## src/rtl/collision_scan_engine.sv

```systemverilog
// collision_scan_engine
//   Latches an occupancy map plus NUM_TGT target indices on a request handshake, then probes one
//   target slot per clock. Publishes a per-slot hit vector, an any-hit flag, the lowest hit slot
//   and a sticky range error, held under a valid/ready handshake until consumed.
//
// Ports
//   iClk, iRstN          clock, asynchronous active-low reset
//   iValid / oReady      request handshake (oReady high only while idle)
//   iMap                 occupancy map, 1 = occupied
//   iTargets, iTgtMask   packed target indices (slot k at [k*IDX_W +: IDX_W]) and slot enables
//   oValid / iReady      result handshake
//   oHitVec, oAnyHit     per-slot collision flags and their OR
//   oFirstHit            lowest slot with a hit, 0 when none
//   oErr                 an enabled slot carried an out-of-range index
//
// Optional feature (macro COLLISION_HIT_CNT_EN)
//   Adds iCntClr / oHitCnt: a saturating 16-bit count of consumed results with oAnyHit set.
//   iCntClr clears it synchronously and takes priority over an increment.

module collision_scan_engine #(
    parameter int unsigned MAP_W    = 160,
    parameter int unsigned IDX_W    = 5,
    parameter int unsigned NUM_TGT  = 4,
    parameter int unsigned BASE_OFF = 1,
    localparam int unsigned FH_W    = (NUM_TGT > 1) ? $clog2(NUM_TGT) : 1
) (
    input  logic                       iClk,
    input  logic                       iRstN,
    input  logic                       iValid,
    output logic                       oReady,
    input  logic [MAP_W-1:0]           iMap,
    input  logic [NUM_TGT*IDX_W-1:0]   iTargets,
    input  logic [NUM_TGT-1:0]         iTgtMask,
    output logic                       oValid,
    input  logic                       iReady,
    output logic [NUM_TGT-1:0]         oHitVec,
    output logic                       oAnyHit,
    output logic [FH_W-1:0]            oFirstHit,
    output logic                       oErr
`ifdef COLLISION_HIT_CNT_EN
    ,
    input  logic                       iCntClr,
    output logic [15:0]                oHitCnt
`endif
);

    // Index arithmetic is done one bit wider than a map index so that target > limit is a plain
    // unsigned compare and the subtraction never wraps.
    localparam int unsigned AW    = $clog2(MAP_W) + 1;
    localparam int unsigned CNT_W = FH_W;
    localparam logic [AW-1:0]    LIM  = AW'(MAP_W - 1 - BASE_OFF);
    localparam logic [CNT_W-1:0] LAST = CNT_W'(NUM_TGT - 1);

    typedef enum logic [1:0] {StIdle, StScan, StDone} state_e;

    state_e                     state_q, state_d;
    logic [MAP_W-1:0]           map_q, map_d;
    logic [NUM_TGT*IDX_W-1:0]   tgt_q, tgt_d;
    logic [NUM_TGT-1:0]         mask_q, mask_d;
    logic [CNT_W-1:0]           cnt_q, cnt_d;
    logic [NUM_TGT-1:0]         hit_acc_q, hit_acc_d;
    logic                       err_acc_q, err_acc_d;
    logic                       rdy_q, rdy_d;
    logic                       vld_q, vld_d;
    logic [NUM_TGT-1:0]         hit_vec_q, hit_vec_d;
    logic                       any_q, any_d;
    logic [FH_W-1:0]            first_q, first_d;
    logic                       err_q, err_d;

    logic [IDX_W-1:0]           cur_tgt;
    logic                       cur_en;
    logic [AW-1:0]              tgt_ext;
    logic [AW-1:0]              bit_idx;
    logic [MAP_W-1:0]           map_shift;
    logic                       oor;
    logic                       slot_hit;
    logic                       slot_err;
    logic [FH_W-1:0]            first_enc;

    // Slot currently addressed by the scan counter.
    always_comb begin
        cur_tgt = '0;
        cur_en  = 1'b0;
        for (int k = 0; k < NUM_TGT; k++) begin
            if (cnt_q == CNT_W'(k)) begin
                cur_tgt = tgt_q[k*IDX_W +: IDX_W];
                cur_en  = mask_q[k];
            end
        end
    end

    // Probe: out-of-range index counts as a collision with the map edge.
    always_comb begin
        tgt_ext   = AW'(cur_tgt);
        oor       = (tgt_ext > LIM);
        bit_idx   = LIM - tgt_ext;
        map_shift = map_q >> bit_idx;
        slot_hit  = cur_en & (oor | map_shift[0]);
        slot_err  = cur_en & oor;
    end

    // Lowest set slot wins.
    always_comb begin
        first_enc = '0;
        for (int k = NUM_TGT - 1; k >= 0; k--) begin
            if (hit_acc_q[k]) begin
                first_enc = FH_W'(k);
            end
        end
    end

    always_comb begin
        state_d   = state_q;
        map_d     = map_q;
        tgt_d     = tgt_q;
        mask_d    = mask_q;
        cnt_d     = cnt_q;
        hit_acc_d = hit_acc_q;
        err_acc_d = err_acc_q;
        vld_d     = vld_q;
        hit_vec_d = hit_vec_q;
        any_d     = any_q;
        first_d   = first_q;
        err_d     = err_q;

        unique case (state_q)
            StIdle: begin
                if (iValid) begin
                    map_d     = iMap;
                    tgt_d     = iTargets;
                    mask_d    = iTgtMask;
                    cnt_d     = '0;
                    hit_acc_d = '0;
                    err_acc_d = 1'b0;
                    state_d   = StScan;
                end
            end
            StScan: begin
                for (int k = 0; k < NUM_TGT; k++) begin
                    if (cnt_q == CNT_W'(k)) begin
                        hit_acc_d[k] = slot_hit;
                    end
                end
                err_acc_d = err_acc_q | slot_err;
                if (cnt_q == LAST) begin
                    state_d = StDone;
                end else begin
                    cnt_d = cnt_q + 1'b1;
                end
            end
            StDone: begin
                // First DONE cycle publishes the accumulated result; afterwards it is held.
                if (!vld_q) begin
                    vld_d     = 1'b1;
                    hit_vec_d = hit_acc_q;
                    any_d     = |hit_acc_q;
                    first_d   = first_enc;
                    err_d     = err_acc_q;
                end else if (iReady) begin
                    vld_d   = 1'b0;
                    state_d = StIdle;
                end
            end
            default: begin
                state_d = StIdle;
            end
        endcase

        rdy_d = (state_d == StIdle);
    end

    always_ff @(posedge iClk or negedge iRstN) begin
        if (!iRstN) begin
            state_q   <= StIdle;
            map_q     <= '0;
            tgt_q     <= '0;
            mask_q    <= '0;
            cnt_q     <= '0;
            hit_acc_q <= '0;
            err_acc_q <= 1'b0;
            rdy_q     <= 1'b1;
            vld_q     <= 1'b0;
            hit_vec_q <= '0;
            any_q     <= 1'b0;
            first_q   <= '0;
            err_q     <= 1'b0;
        end else begin
            state_q   <= state_d;
            map_q     <= map_d;
            tgt_q     <= tgt_d;
            mask_q    <= mask_d;
            cnt_q     <= cnt_d;
            hit_acc_q <= hit_acc_d;
            err_acc_q <= err_acc_d;
            rdy_q     <= rdy_d;
            vld_q     <= vld_d;
            hit_vec_q <= hit_vec_d;
            any_q     <= any_d;
            first_q   <= first_d;
            err_q     <= err_d;
        end
    end

    assign oReady    = rdy_q;
    assign oValid    = vld_q;
    assign oHitVec   = hit_vec_q;
    assign oAnyHit   = any_q;
    assign oFirstHit = first_q;
    assign oErr      = err_q;

`ifdef COLLISION_HIT_CNT_EN
    logic [15:0] hit_cnt_q, hit_cnt_d;

    always_comb begin
        hit_cnt_d = hit_cnt_q;
        if (iCntClr) begin
            hit_cnt_d = '0;
        end else if (vld_q && iReady && any_q && (hit_cnt_q != 16'hFFFF)) begin
            hit_cnt_d = hit_cnt_q + 16'd1;
        end
    end

    always_ff @(posedge iClk or negedge iRstN) begin
        if (!iRstN) begin
            hit_cnt_q <= '0;
        end else begin
            hit_cnt_q <= hit_cnt_d;
        end
    end

    assign oHitCnt = hit_cnt_q;
`endif

endmodule

```

## config.mk

```make
export PLATFORM = sky130hd
export DESIGN_NAME = collision_scan_engine
export DESIGN_NICKNAME = d
export VERILOG_FILES = /design/src/rtl/collision_scan_engine.sv
export SDC_FILE = /design/constraint.sdc
export NUM_CORES = 1
export LEC_CHECK = 0
export ABC_CLOCK_PERIOD_IN_PS = 3850
export CAP_MARGIN = 20
export CORE_MARGIN = 1.5
export CORE_UTILIZATION = 35
export DETAILED_ROUTE_END_ITERATION = 8
export PLACE_DENSITY = 0.73
export SYNTH_ARGS = -nofsm -noshare
export SYNTH_HDL_FRONTEND = slang
export SYNTH_SLANG_ARGS = --single-unit
```

## constraint.sdc

```tcl
create_clock -name iClk -period 3.85 [get_ports iClk]
set_input_delay 0.77 -clock iClk [delete_from_list [all_inputs] [get_ports iClk]]
set_output_delay 0.77 -clock iClk [all_outputs]
set_load 0.03 [all_outputs]
```

-- Word level (Yosys, flattened, before mapping)
Cells that the tools add are included.
- flip-flop bits (word level): 201
- word-level logic and storage cells: 70
- $add $sub $neg: 2
- eq/ne operators: 11
- shift operators: 1
- multiplexer cells: 28
- bitwise operators: 2
- reduce and logical (&&, ||, !) cells: 12
- operator list (cell ; number):
    right shift 160 x 9 -> 1 bit ; 1
    2-to-1 mux 2 bit ; 10
    2-to-1 mux 5 bit ; 4
    AND reduction 3 bit ; 5
    inequality test 2 bit, second input constant ; 6
    2-to-1 mux 1 bit ; 10
    subtractor 8 x 5 -> 9 bit, first input constant ; 1
    one-hot mux 4 bit (2 select lines) ; 1
    == test 2 bit, second input constant ; 3
    zero test 2 bit ; 3
    one-hot mux 2 bit (3 select lines) ; 1
    == test 2 x 1 -> 1 bit, second input constant ; 2
    2-to-1 mux 4 bit ; 1
    one-hot mux 2 bit (2 select lines) ; 1
    AND reduction 2 bit ; 2
    OR reduction 4 bit ; 1
    adder 2 x 1 -> 2 bit, second input constant ; 1
    nonzero test 2 bit ; 1
    AND 1 bit ; 1
    NOT 1 bit ; 1

-- Logic depth before layout (Yosys ltp)
- word-level depth: 10
- mapped depth: 16
- depth with buffers taken out: 14

-- Worst setup path after synthesis
OpenSTA, ideal clock, no wires.
- kind: register to register
- from: register cnt_q[0]
- to: register hit_acc_q[0]
- library setup time: 125 ps
- arrival: 3581 ps
- data required time: 3725 ps
- path slack: 145 ps
- stages on the path, launching flop included: 16
- path buffers: 4
- clock period less this slack: 3705 ps
- cells stage by stage: dfrtp_1 -> inv_1 -> ha_1 -> clkbuf_1 -> nor3b_1 -> a211oi_2 -> clkbuf_1 -> ha_1 -> clkbuf_1 -> clkbuf_1 -> mux2_2 -> o211ai_1 -> a22oi_1 -> a311oi_1 -> a31oi_1 -> mux2_2
- word-level cells in the longest chain between the ends: 10
- elaborated cells between the ends (all ways): 19
- ends and longest elaborated chain (element ; line ; text):
    start, declared ; 60 ; logic [CNT_W-1:0] cnt_q, cnt_d;
    start signal, assigned ; 192 ; cnt_q <= cnt_d;
    zero test 2 bit ; 85, 140 ;
    2-to-1 mux 5 bit (4 in a row) ; 85 ; if (cnt_q == CNT_W'(k)) begin
    subtractor 8 x 5 -> 9 bit ; 96 ; bit_idx = LIM - tgt_ext;
    right shift 160 x 9 -> 1 bit ; 97 ; map_shift = map_q >> bit_idx;
    AND 1 bit ; 98 ; slot_hit = cur_en & (oor | map_shift[0]);
    2-to-1 mux 1 bit ; 140 ; if (cnt_q == CNT_W'(k)) begin
    one-hot mux 4 bit (2 select lines) ; 126 ; unique case (state_q)
    end signal, assigned ; 193 ; hit_acc_q <= hit_acc_d;
    end, declared ; 61 ; logic [NUM_TGT-1:0] hit_acc_q, hit_acc_d;
Several ways; a longest one is shown, not always the timed one. The select of a mux whose other input is x is not followed.
A chain may end at the register's enable or synchronous reset.

-- Final worst setup path
- from: register cnt_q[0]
- to: register hit_acc_q[2]
- word-level cells in the longest chain between the ends: 10
- elaborated cells between the ends (all ways): 19
- ends and longest elaborated chain (element ; line):
    zero test 2 bit ; 85
    2-to-1 mux 5 bit (4 in a row) ; 85
    subtractor 8 x 5 -> 9 bit ; 96
    right shift 160 x 9 -> 1 bit ; 97
    AND 1 bit ; 98
    2-to-1 mux 1 bit ; 140
    one-hot mux 4 bit (2 select lines) ; 126
Several ways; a longest one is shown, not always the timed one. The select of a mux whose other input is x is not followed.

==> results.txt <==
The run finished with clean final reports. The fraction of the mapped netlist area in compound gates was 0.09693. Setup slack on the worst reg-to-reg path comes out at 0.35 ns. Following the worst setup path forward leads to its endpoint at hit_acc_q[2]$_DFFE_PN0P_. The first-pass GRT wire length is around 15000 um. The number of buffers on the longest clock path is 2. The worst pin sits at a relative slew slack of 0.3985. The number of enable flip-flop cells after synthesis came out at 0. Setup repair after global routing left no endpoint under its margin. Leaving out fill and tap cells, the most frequent cell in the layout is sky130_fd_sc_hd__dfrtp_1. The biggest fanout along the worst timing path came out at 12. The setup clock skew after layout came out at 0.006982 ns. The number of setup violations in the final report is 0. The die outline width came out at 111.5 um. STA puts the critical path data required time at approximately 4.1 ns.

The max-capacitance violation count is 0. The net count of the finished layout is between 600 and 700. The final design area excluding fillers is about 5400 sq um. Hold is met by ~0.4 ns.

Of the post-synthesis cell area, the dominant cell type holds 0.5044. The routed design uses between 300 and 400 um of met3 wire. Before antenna repair, the detailed router went through 4 iterations. The count of state elements after synthesis came out at 84. The min-delay analysis places its worst path in the category input pin to async pin. The most critical setup path has its startpoint at cnt_q[0]$_DFFE_PN0P_. The static leakage power came out at 2.236 nW. The average footprint of a synthesized cell is 12.29 sq um. Of the total synthesized cell area, the portion taken by XOR and XNOR cells is 0.006685. The height of the die came out at between 100 and 150 um. The detail-routed via count per cell is ~5.0. The clock tree root driver cell is sky130_fd_sc_hd__clkbuf_16. The CTS tree is yes.

The insertion delay to the later sink of the worst-skew pair came out at approximately 0.33 ns. The share of synthesized cell area in and, or, nand and nor gates came out at 0.08599. The initial detailed-routing violation count is 90. After floorplanning, the core was divided into 39 placement rows. After detailed routing, the average wire length per cell comes to between 15 and 20 um. STA classifies the critical path endpoint as a flip-flop. The library cell occupying the most area in the post-synthesis netlist is sky130_fd_sc_hd__dfrtp_1. At the worst endpoint, the arrival time is between 3 and 4 ns.

The summed instance area of the synthesized netlist came out at around 4100 sq um. The synthesis warning total came out at 0. The final wirelength came out at 8537 um. The global-route usage over all layers is 0.1465. The initial core utilization came out at 0.3591. The number of max-slew violations in the final report is 0.

The via count of the first global-routing pass is 3058. The region available for standard cell placement spans approximately 11000 sq um. The DRC violation count after routing came out at 0. In the synthesized netlist the dominant register cell turns out to be sky130_fd_sc_hd__dfrtp_1. The worst path in the final design needs a cycle of 3.500 ns, including I/O delays and setup. The detailed-route wire length on metal 1 came out at a little under 4000 um. After clock tree synthesis, the clock-pin slew on the worst setup and hold paths is 0.06 ns. After global routing the overflow that remains totals 0.

In the layout the commonest cells are sky130_fd_sc_hd__dfrtp_1 (83), sky130_fd_sc_hd__mux2_2 (79), sky130_fd_sc_hd__clkdlybuf4s50_1 (78), sky130_fd_sc_hd__nand2_1 (25), sky130_fd_sc_hd__mux2i_1 (13). In this run the remaining antenna-violating nets after routing total 0. The largest net degree at the start of global routing came out at 85. CTS saw 84 sinks. The worst setup path is launched from a flip-flop. By area, the combinational part of the netlist is dominated by multiplexers. The post-synthesis sequential area ratio is 0.5108. By startpoint and endpoint, the worst setup path is classified as flip-flop to flip-flop. The logic depth of the worst register-to-register path came out at 13.

For the pin with the worst max-slew slack, the measured transition is around 0.9 ns. The area of the die is between 10000 and 15000 sq um. The HPWL after detailed placement is ~6300 um. The count of final hold-check violations is 0. The worst register-to-register path ends at hit_acc_q[2]$_DFFE_PN0P_.

The number of top-level design ports came out at roughly 200. In the synthesized netlist the async set-or-reset flop fraction comes to 1.000. The cell area after placement came out at 5077 sq um. The multiplexer share of the synthesized area is 0.2540. The maximum resistive drop on vdd came out at 0.4012 mV. In this run the number of H-tree levels came out at 3.

The number of instances in the synthesized netlist came out at 335. In the finished design, the share of the clock period the worst path needs comes to 0.9091. The length of routed met2 wiring is just over 4000 um. The initial antenna violation count came out at 0. Signal routing reaches up to met4. In this run the power density over the cells is slightly below 1000 nW/um^2. The total number of vias is approximately 2800. The maximum operating frequency is approximately 0.29 GHz. The adder-cell share of the synthesized area is 0.01519. The launching point of the worst reg2reg path is cnt_q[0]$_DFFE_PN0P_. The area growth from synthesis to final layout is 31.33%.

The number of buffers created by CTS is 9. The routability congestion estimate is 0.7728. The number of different library cells in the post-synthesis netlist came out at 53. For the final routed database, the setup TNS stands at 0 ns. 0 antenna diodes ended up in the layout. The total nets after synthesis is about 530. In the post-synthesis netlist, the biggest area contributors are sky130_fd_sc_hd__dfrtp_1 (50%), sky130_fd_sc_hd__mux2_2 (22%), sky130_fd_sc_hd__mux2i_1 (3.2%). The share of post-route cells with drive strength above 1 is 0.2847.

The number of port buffers is between 70 and 80.
==> layout make-up <==
class / instances / area [sq um]
sequential: 84 / 2103
fill: 1044 / 6060
tap: 143 / 178.9
clock buffer: 11 / 232.7
timing repair buffer: 90 / 903.4
multi-input combinational: 223 / 1916
inverter: 5 / 18.77
clock inverter: 5 / 55.05
==> how the worst min path moves through the flow <==
stage | start | end | cells past startpoint
after floorplan | iRstN | cnt_q[0]$_DFFE_PN0P_ | 0
after global placement | map_q[138]$_DFFE_PN0P_ | map_q[138]$_DFFE_PN0P_ | 1
after detailed placement | map_q[138]$_DFFE_PN0P_ | map_q[138]$_DFFE_PN0P_ | 1
after CTS | map_q[138]$_DFFE_PN0P_ | map_q[138]$_DFFE_PN0P_ | 1
after global routing | iRstN | oHitVec[1]$_DFFE_PN0P_ | 1
final | iRstN | oHitVec[1]$_DFFE_PN0P_ | 1
==> cell families after synthesis <==
group | after synthesis
and+or+nand+nor | 69
adders and majority gates | 5
muxes | 94
buffers and inverters | 28
AOI/OAI and AO/OA | 53
other | 1
xor gates and xnor gates | 1
DFF | 84
==> worst max-delay path, stage by stage (launching register included) <==
cell	delay, ns
sky130_fd_sc_hd__dfrtp_1	0.43
sky130_fd_sc_hd__inv_1	0.09
sky130_fd_sc_hd__ha_1	0.31
sky130_fd_sc_hd__a211oi_1	0.23
sky130_fd_sc_hd__o21ai_0	0.19
sky130_fd_sc_hd__and2_1	0.19
sky130_fd_sc_hd__ha_2	0.22
sky130_fd_sc_hd__xnor2_4	0.32
sky130_fd_sc_hd__buf_4	0.28
sky130_fd_sc_hd__mux2_2	0.36
sky130_fd_sc_hd__a2bb2oi_1	0.15
sky130_fd_sc_hd__o2111ai_1	0.14
sky130_fd_sc_hd__a31oi_2	0.17
sky130_fd_sc_hd__mux2_2	0.29
==> sequential cells by signal, summed over array words and instances, names as in the netlist <==
signal	cells
oValid	1
cnt_q	2
tgt_q	20
oFirstHit	2
map_q	43
oReady	1
mask_q	4
state_q	2
hit_acc_q	4
oHitVec	4
oAnyHit	1
==> power breakdown <==
group          internal, mW  switching (mW)  leakage [nW]
combinational          1.48            1.37          1.09
sequential             1.32           0.243          1.01
clock                 0.500           0.329         0.136
total                  3.29            1.94          2.24
==> timing repair <==
action / CTS / global route
resized for setup: 0 / 3
hold buffers: 0 / 0
endpoints found under the setup margin: 0 / 4
buffers inserted: 0 / 0
==> stage by stage <==
stage	setup WS, ns	instances	power (mW)	util
2_1_floorplan	0.1446	335	3.636	-
3_3_place_gp	0.2484	544	4.326	0.4428
3_5_place_dp	0.1900	544	4.398	0.4428
4_1_cts	0.1556	560	5.245	0.4679
5_1_grt	0.07149	561	5.633	0.4716
6_report	0.3500	561	5.233	0.4716
==> metal layers <==
layer  vias to the layer above  global-route usage
met3                         5             0.03538
met1                      1404              0.1924
met2                        64              0.2405
li1                       1358                   -
met5                         -                   0
met4                         0             0.04557
==> synth_stat cells, drive strengths merged (3+ instances only) <==
cell type,instances
dfrtp,83
mux2,81
nand2,25
clkbuf,18
mux2i,13
nor2b,12
nor2,11
a21oi,10
a211oi,8
o21ai,8
buf,5
ha,5
inv,5
nand2b,4
a211o,3
a41oi,3
nand3b,3
nand4,3
Power figures use the tool's default switching activity.
